$ cat src/rtl/tx_framer.sv
// TX channel framing stage: wraps AXI4-Stream frames in SCP/ECP, pads the last beat
// and injects periodic clock-compensation runs. Define TX_FRAMER_STATS_EN for frame/abort counters.
module tx_framer #(
  parameter int unsigned AXI_DATA_SIZE = 32,
  parameter int unsigned CC_PERIOD     = 5000,
  parameter int unsigned CC_LEN        = 6,
  parameter logic [7:0]  PAD_CHAR      = 8'h9C
) (
  input  logic                       clk,
  input  logic                       rst,
  input  logic                       channel_up,
  input  logic [AXI_DATA_SIZE-1:0]   s_axis_tdata,
  input  logic [AXI_DATA_SIZE/8-1:0] s_axis_tkeep,
  input  logic                       s_axis_tvalid,
  input  logic                       s_axis_tlast,
  output logic                       s_axis_tready,
  output logic [2:0]                 ordered_sets,
  output logic [AXI_DATA_SIZE-1:0]   data_out
`ifdef TX_FRAMER_STATS_EN
  ,
  output logic [15:0]                frame_cnt,
  output logic [7:0]                 abort_cnt
`endif
);

  localparam int unsigned KEEP_W = AXI_DATA_SIZE / 8;
  localparam int unsigned CNT_W  = $clog2(CC_PERIOD);
  localparam int unsigned LEFT_W = $clog2(CC_LEN + 1);

  // Ordered-set command encoding shared with lane_controller
  localparam logic [2:0] OS_I   = 3'd0;
  localparam logic [2:0] OS_SCP = 3'd1;
  localparam logic [2:0] OS_ECP = 3'd2;
  localparam logic [2:0] OS_D   = 3'd3;
  localparam logic [2:0] OS_CC  = 3'd4;

  typedef enum logic [2:0] {ST_IDLE, ST_SOF, ST_DATA, ST_EOF, ST_CC} state_e;

  state_e                   state;
  state_e                   ret_state;
  logic [CNT_W-1:0]         cc_cnt;
  logic                     cc_pending;
  logic [LEFT_W-1:0]        cc_left;
  logic [AXI_DATA_SIZE-1:0] padded;
  logic                     cc_req;
  logic                     beat;

  // Only the last beat of a frame may carry invalid bytes
  always_comb begin
    padded = s_axis_tdata;
    for (int i = 0; i < KEEP_W; i++) begin
      if (s_axis_tlast && !s_axis_tkeep[i]) padded[8*i +: 8] = PAD_CHAR;
    end
  end

  assign s_axis_tready = channel_up && (state == ST_DATA) && !cc_pending;
  assign beat          = s_axis_tvalid && s_axis_tready;
  assign cc_req        = (cc_cnt == CNT_W'(CC_PERIOD - 1));

  always_ff @(posedge clk) begin
    if (rst || !channel_up) begin
      state        <= ST_IDLE;
      ret_state    <= ST_IDLE;
      ordered_sets <= OS_I;
      data_out     <= '0;
      cc_cnt       <= '0;
      cc_pending   <= 1'b0;
      cc_left      <= '0;
    end else begin
      cc_cnt       <= cc_req ? '0 : cc_cnt + CNT_W'(1);
      ordered_sets <= OS_I;
      data_out     <= '0;
      case (state)
        ST_IDLE: begin
          if (cc_pending) begin
            state     <= ST_CC;
            ret_state <= ST_IDLE;
            cc_left   <= LEFT_W'(CC_LEN);
          end else if (s_axis_tvalid) begin
            state <= ST_SOF;
          end
        end
        ST_SOF: begin
          ordered_sets <= OS_SCP;
          state        <= ST_DATA;
        end
        ST_DATA: begin
          if (cc_pending) begin
            state     <= ST_CC;
            ret_state <= ST_DATA;
            cc_left   <= LEFT_W'(CC_LEN);
          end else if (beat) begin
            ordered_sets <= OS_D;
            data_out     <= padded;
            if (s_axis_tlast) state <= ST_EOF;
          end
        end
        ST_EOF: begin
          ordered_sets <= OS_ECP;
          if (cc_pending) begin
            state     <= ST_CC;
            ret_state <= ST_IDLE;
            cc_left   <= LEFT_W'(CC_LEN);
          end else if (s_axis_tvalid) begin
            state <= ST_SOF;
          end else begin
            state <= ST_IDLE;
          end
        end
        ST_CC: begin
          ordered_sets <= OS_CC;
          if (cc_left <= LEFT_W'(1)) begin
            state      <= ret_state;
            cc_pending <= 1'b0;
          end else begin
            cc_left <= cc_left - LEFT_W'(1);
          end
        end
        default: state <= ST_IDLE;
      endcase
      // A request while one is already pending simply merges into it
      if (cc_req) cc_pending <= 1'b1;
    end
  end

`ifdef TX_FRAMER_STATS_EN
  always_ff @(posedge clk) begin
    if (rst) begin
      frame_cnt <= '0;
      abort_cnt <= '0;
    end else begin
      if (channel_up && state == ST_EOF) frame_cnt <= frame_cnt + 16'd1;
      if (!channel_up && (state == ST_SOF || state == ST_DATA || state == ST_EOF) &&
          abort_cnt != 8'hFF) begin
        abort_cnt <= abort_cnt + 8'd1;
      end
    end
  end
`endif

endmodule

$ cat config.mk
export PLATFORM = sky130hd
export DESIGN_NAME = tx_framer
export DESIGN_NICKNAME = d
export VERILOG_FILES = /design/src/rtl/tx_framer.sv
export SDC_FILE = /design/constraint.sdc
export NUM_CORES = 1
export LEC_CHECK = 0
export ABC_CLOCK_PERIOD_IN_PS = 1500
export CORE_MARGIN = 4
export CORE_UTILIZATION = 39
export CTS_CLUSTER_DIAMETER = 200
export DETAILED_ROUTE_END_ITERATION = 16
export PLACE_DENSITY = 0.8
export SLEW_MARGIN = 10
export SYNTH_ARGS = -nofsm -noshare
export SYNTH_HDL_FRONTEND = slang
export SYNTH_SLANG_ARGS = --single-unit
export TNS_END_PERCENT = 100
$ cat constraint.sdc
create_clock -name clk -period 1.5 [get_ports clk]
set_input_delay 0.3 -clock clk [delete_from_list [all_inputs] [get_ports clk]]
set_output_delay 0.3 -clock clk [all_outputs]
set_load 0.1 [all_outputs]
### Yosys cells after proc, flatten, opt, wreduce, memory -nomap -nowiden

Cells that the tools add are included.

| word-level totals | value |
|---|---|
| bits of input ports | 41 |
| register bits after elaboration | 58 |
| word-level logic and storage cells | 85 |
| output and inout port bits | 36 |

| operators by class | value |
|---|---|
| equality and inequality tests | 13 |
| mux-type cells | 25 |
| bitwise gates (word level) | 2 |
| $lt $le $gt $ge | 1 |
| add/subtract/negate cells | 2 |
| reduce and logical (&&, ||, !) cells | 31 |

Operators by type and width:

| operator | number |
|---|---|
| 2-to-1 mux 3 bit | 11 |
| 2-to-1 mux 8 bit | 4 |
| OR reduction 5 bit | 4 |
| one-hot mux 3 bit (5 select lines) | 1 |
| adder 13 x 1 -> 13 bit (second input constant) | 1 |
| == test 13 bit (second input constant) | 1 |
| one-hot mux 3 bit (2 select lines) | 2 |
| one-hot mux 3 bit (4 select lines) | 1 |
| inequality test 3 bit (second input constant) | 3 |
| nonzero test 2 bit | 4 |
| logical AND 1 bit | 7 |
| == test 3 x 2 -> 1 bit (second input constant) | 2 |
| logical NOT 1 bit | 6 |
| inequality test 2 bit (second input constant) | 3 |
| AND reduction 3 bit | 2 |
| 2-to-1 mux 1 bit | 4 |
| 2-to-1 mux 2 bit | 2 |
| inequality test 2 x 1 -> 1 bit (second input constant) | 2 |
| AND reduction 4 bit | 1 |
| OR reduction 2 bit | 2 |
| OR reduction 4 bit | 1 |
| == test 3 x 1 -> 1 bit (second input constant) | 1 |
| == test 3 bit (second input constant) | 1 |
| <= comparator 3 x 1 -> 1 bit (second input constant) | 1 |
| other kinds (6) | 7 |

### Longest topological paths before layout

Gate-level depths: netlist of the first run.

| depth | value |
|---|---|
| depth in word-level cells | 7 |
| depth in mapped cells | 6 |
| mapped depth without buffers | 6 |

### Worst setup path before layout of the first run

Ideal clock, no wire load.

| path | value |
|---|---|
| path type | register to output |
| start point | reg state[1] |
| end point | out s_axis_tready |
| buffers on the path | 0 |
| arrival | 2.657 ns |
| data required time | 1.200 ns |
| stages on the path, launching flop included | 4 |
| setup slack | -1.457 ns |
| cells stage by stage | dfxtp_1 > nor2b_1 > nand2_1 > nor3_1 |

| between the ends | value |
|---|---|
| longest elaborated chain between the ends | 3 |

RTL lines:

| what | line | text |
|---|---|---|
| start, declared | 39 | `state_e state;` |
| start signal, assigned | 113 | `state <= ret_state;` |
| == test 3 x 2 -> 1 bit | 56 | `assign s_axis_tready = channel_up && (state == ST_DATA) && !cc_pending;` |
| logical AND 1 bit (2 in a row) | 56 |  |
| end, declared | 16 | `output logic s_axis_tready,` |

No other way between the ends.

### Worst setup path after layout of the first run

| path | value |
|---|---|
| start point | reg cc_cnt[11] |
| end point | reg cc_cnt[1] |

| between the ends | value |
|---|---|
| longest elaborated chain between the ends | 2 |

RTL lines:

| what | line | text |
|---|---|---|
| start, declared | 41 | `logic [CNT_W-1:0] cc_cnt;` |
| start signal, assigned | 70 | `cc_cnt <= cc_req ? '0 : cc_cnt + CNT_W'(1);` |
| == test 13 bit | 58 | `assign cc_req = (cc_cnt == CNT_W'(CC_PERIOD - 1));` |
| OR reduction 2 bit (no line) | -- |  |

No other way between the ends.
A chain may end at the register's enable or synchronous reset.

==> metrics, run 1 <==
CTS tree=built; Slew headroom=77.8%; final worst slack=-0.143 ns; CTS clk-pin slew, worst paths=0.09 ns; die width=79.7 µm; most frequent cells in the layout=51 x dfxtp_1, 40 x clkdlybuf4s50_1, 37 x buf_12; worst hold slack=0.520 ns; Syn Nets=243; first-pass GRT wire length=9.20 mm; placed cell count=366; Residual DRC=0; die area=6350 µm²; Global Route Usage Sum=19.1%; core area=4850 µm²; CTS buffer count=5; Netlist cell types=38; Async SR Flop Fraction=0%; final net count=354; Core Rows=25; vias per cell=4.79; Top FF cell, synth=dfxtp_1; Fin. Hold Viols=0; Yosys Warn Count=0; RSZ-0062 raised after global routing=yes; HPWL Detailed=4.24 mm; # diodes=0; Final GP Congestion=0.877; VDD IR max=539 µV; grt ovf=0; kind of critical path=reg2reg; CTS H-tree depth=2; Fillers=318; status=finished, violations left; Cells after Synth=199; vias in the first global route=1932; worst slew pin tran=0.329 ns; failing checks=setup timing; Max Freq=0.608 GHz; Fin Clk Skew=0.00388 ns; Seq cells post-synth=56; clock buffer depth=2; die height=79.7 µm; number of flops mapped to enable cells by yosys=0; Max Cap Violations=0; Final Non-Filler Cells=377; CP Capture Type=flip-flop; Final Routed Wirelength=5.66 mm; multi-input logic area=950 µm²; antenna violations before repair=0; Area Overhead vs Synth=82.6%; effective utilization at floorplan=41.3%; crit-path max FO=4; Setup-failing EPs final=14; Worst Path Required=1.71 ns; Worst-Skew Late Latency=0.30 ns; Port-buffer cells=76; Antenna Nets Post-Route=0; clk sink count=56; cts hold-fix bufs=0; io pins=77; leak pwr=1.46 nW; post-layout util=75.5%; final-report max-slew violation count=0; Critical Path AT=1.85 ns; PwrDens=714 nW/µm²; vias=1807; Startpoint Class=flip-flop; placement-stage cell area=3440 µm²; Period Utilization, post-route=110%; wire per inst=15.0 µm; First-pass DRT Iterations=4; share of cells above drive strength 1=33.5%; Mean Syn Cell Area=10.1 µm²; final instance area=3660 µm²; largest net degree at the start of global routing=33; Mapped Area=2000 µm²; Iter 0 DRT Violations=59; sequential-to-total area share from yosys stat=55.9%; clock tree root buffer cell=clkbuf_8; Reg area=1130 µm²; worst hold path type=reg2reg; most common cell after layout, fill and taps aside=dfxtp_1; Tmin final=1.64 ns
## metal layers
| layer | share of wire (%) | track usage, % | up-vias |
|---|---|---|---|
| met5 | 0 | 0 | - |
| met4 | 3.4 | 9.45 | 0 |
| met3 | 2.9 | 3.84 | 17 |
| met2 | 55 | 36.4 | 40 |
| met1 | 39 | 19.5 | 843 |
| li1 | - | - | 907 |
## Yosys cell counts, types with 2 or more instances
master / number / area [µm²]
and2_1: 2 / 12.5
o21a_1: 17 / 128
and3_1: 16 / 100
nor3_1: 7 / 35.0
xor2_1: 3 / 26.3
o21ai_0: 2 / 10.0
a211oi_1: 2 / 15.0
a21oi_1: 6 / 30.0
ha_1: 3 / 37.5
nand4_1: 3 / 18.8
nor4_1: 2 / 12.5
clkbuf_1: 3 / 11.3
nand2b_1: 7 / 43.8
xnor2_1: 8 / 70.1
nand3_1: 3 / 15.0
nand2_1: 8 / 30.0
nor2b_1: 6 / 37.5
dfxtp_1: 56 / 1120
nor2_1: 21 / 78.8
inv_1: 6 / 22.5
## stage by stage
stage / setup TNS [ns] / setup slack, ns / power, mW
final: -1.65 / -0.143 / 2.61
after global routing: -2.36 / -0.187 / 2.71
after CTS: -1.56 / -0.127 / 2.63
after detailed placement: -10.45 / -0.276 / 1.76
after global placement: -9.41 / -0.241 / 1.75
after floorplan: -1.06 / -0.165 / 1.60
## state kept, by name, indices dropped and copies added, names as in the netlist
name and cells:
cc_pending 1, cc_left 3, ret_state 1, data_out 32, ordered_sets 3, state 3, cc_cnt 13
## logic make-up (layout without fill, tap and decap cells)
family | Yosys count | after routing | share of synthesized area (%)
buf+inv | 11 | 121 | 2.50
simple gates | 86 | 87 | 23.7
compound gates | 32 | 32 | 11.2
xor+xnor | 11 | 11 | 4.81
flops | 56 | 56 | 55.9
fa+ha+maj | 3 | 3 | 1.87
## layout make-up
type | count | share of cell area (%)
clock buffers | 7 | 2.63
inverters | 6 | 0.615
multi-input cells | 133 | 25.9
flip-flops and latches | 56 | 30.9
well taps | 67 | 2.29
repair buffers | 108 | 37.6
## repair_timing
item	CTS	global route
setup buffers	2	1
resized for setup	8	16
endpoints found under the setup margin	14	47
gates cloned	0	1
pin swaps	1	5
## where the power goes
part           switching, mW  total, mW  internal (mW)
clock network          0.461      0.873          0.412
logic                 0.0946      0.241          0.146
registers            0.00661       1.50           1.49
total                  0.562       2.61           2.05
## critical path, cell delays in order, from the launching register on
cell and delay (ns):
dfxtp_2 0.33, or4b_4 0.53, or4_4 0.51, and3_4 0.19
## path summary, 6_finish.rpt
kind | startpoint | endpoint | slack, ns | cells after the start
max | cc_cnt[11] | cc_cnt[1] | -0.14 | 3
min | ret_state[1] | ret_state[1] | 0.52 | 2
max reg2reg | cc_cnt[11] | cc_cnt[1] | -0.14 | 3
min reg2reg | ret_state[1] | ret_state[1] | 0.52 | 2
Note: power is estimated with default switching activity, not from simulation.
==> inputs of run 2 (changes only) <==
--- a/config.mk
+++ b/config.mk
@@ -15,4 +15,3 @@
 export SYNTH_ARGS = -nofsm -noshare
 export SYNTH_HDL_FRONTEND = slang
 export SYNTH_SLANG_ARGS = --single-unit
-export TNS_END_PERCENT = 100
==> results of run 2 <==
Same layout as run 1: the final DEF is identical, and so are final timing and power.
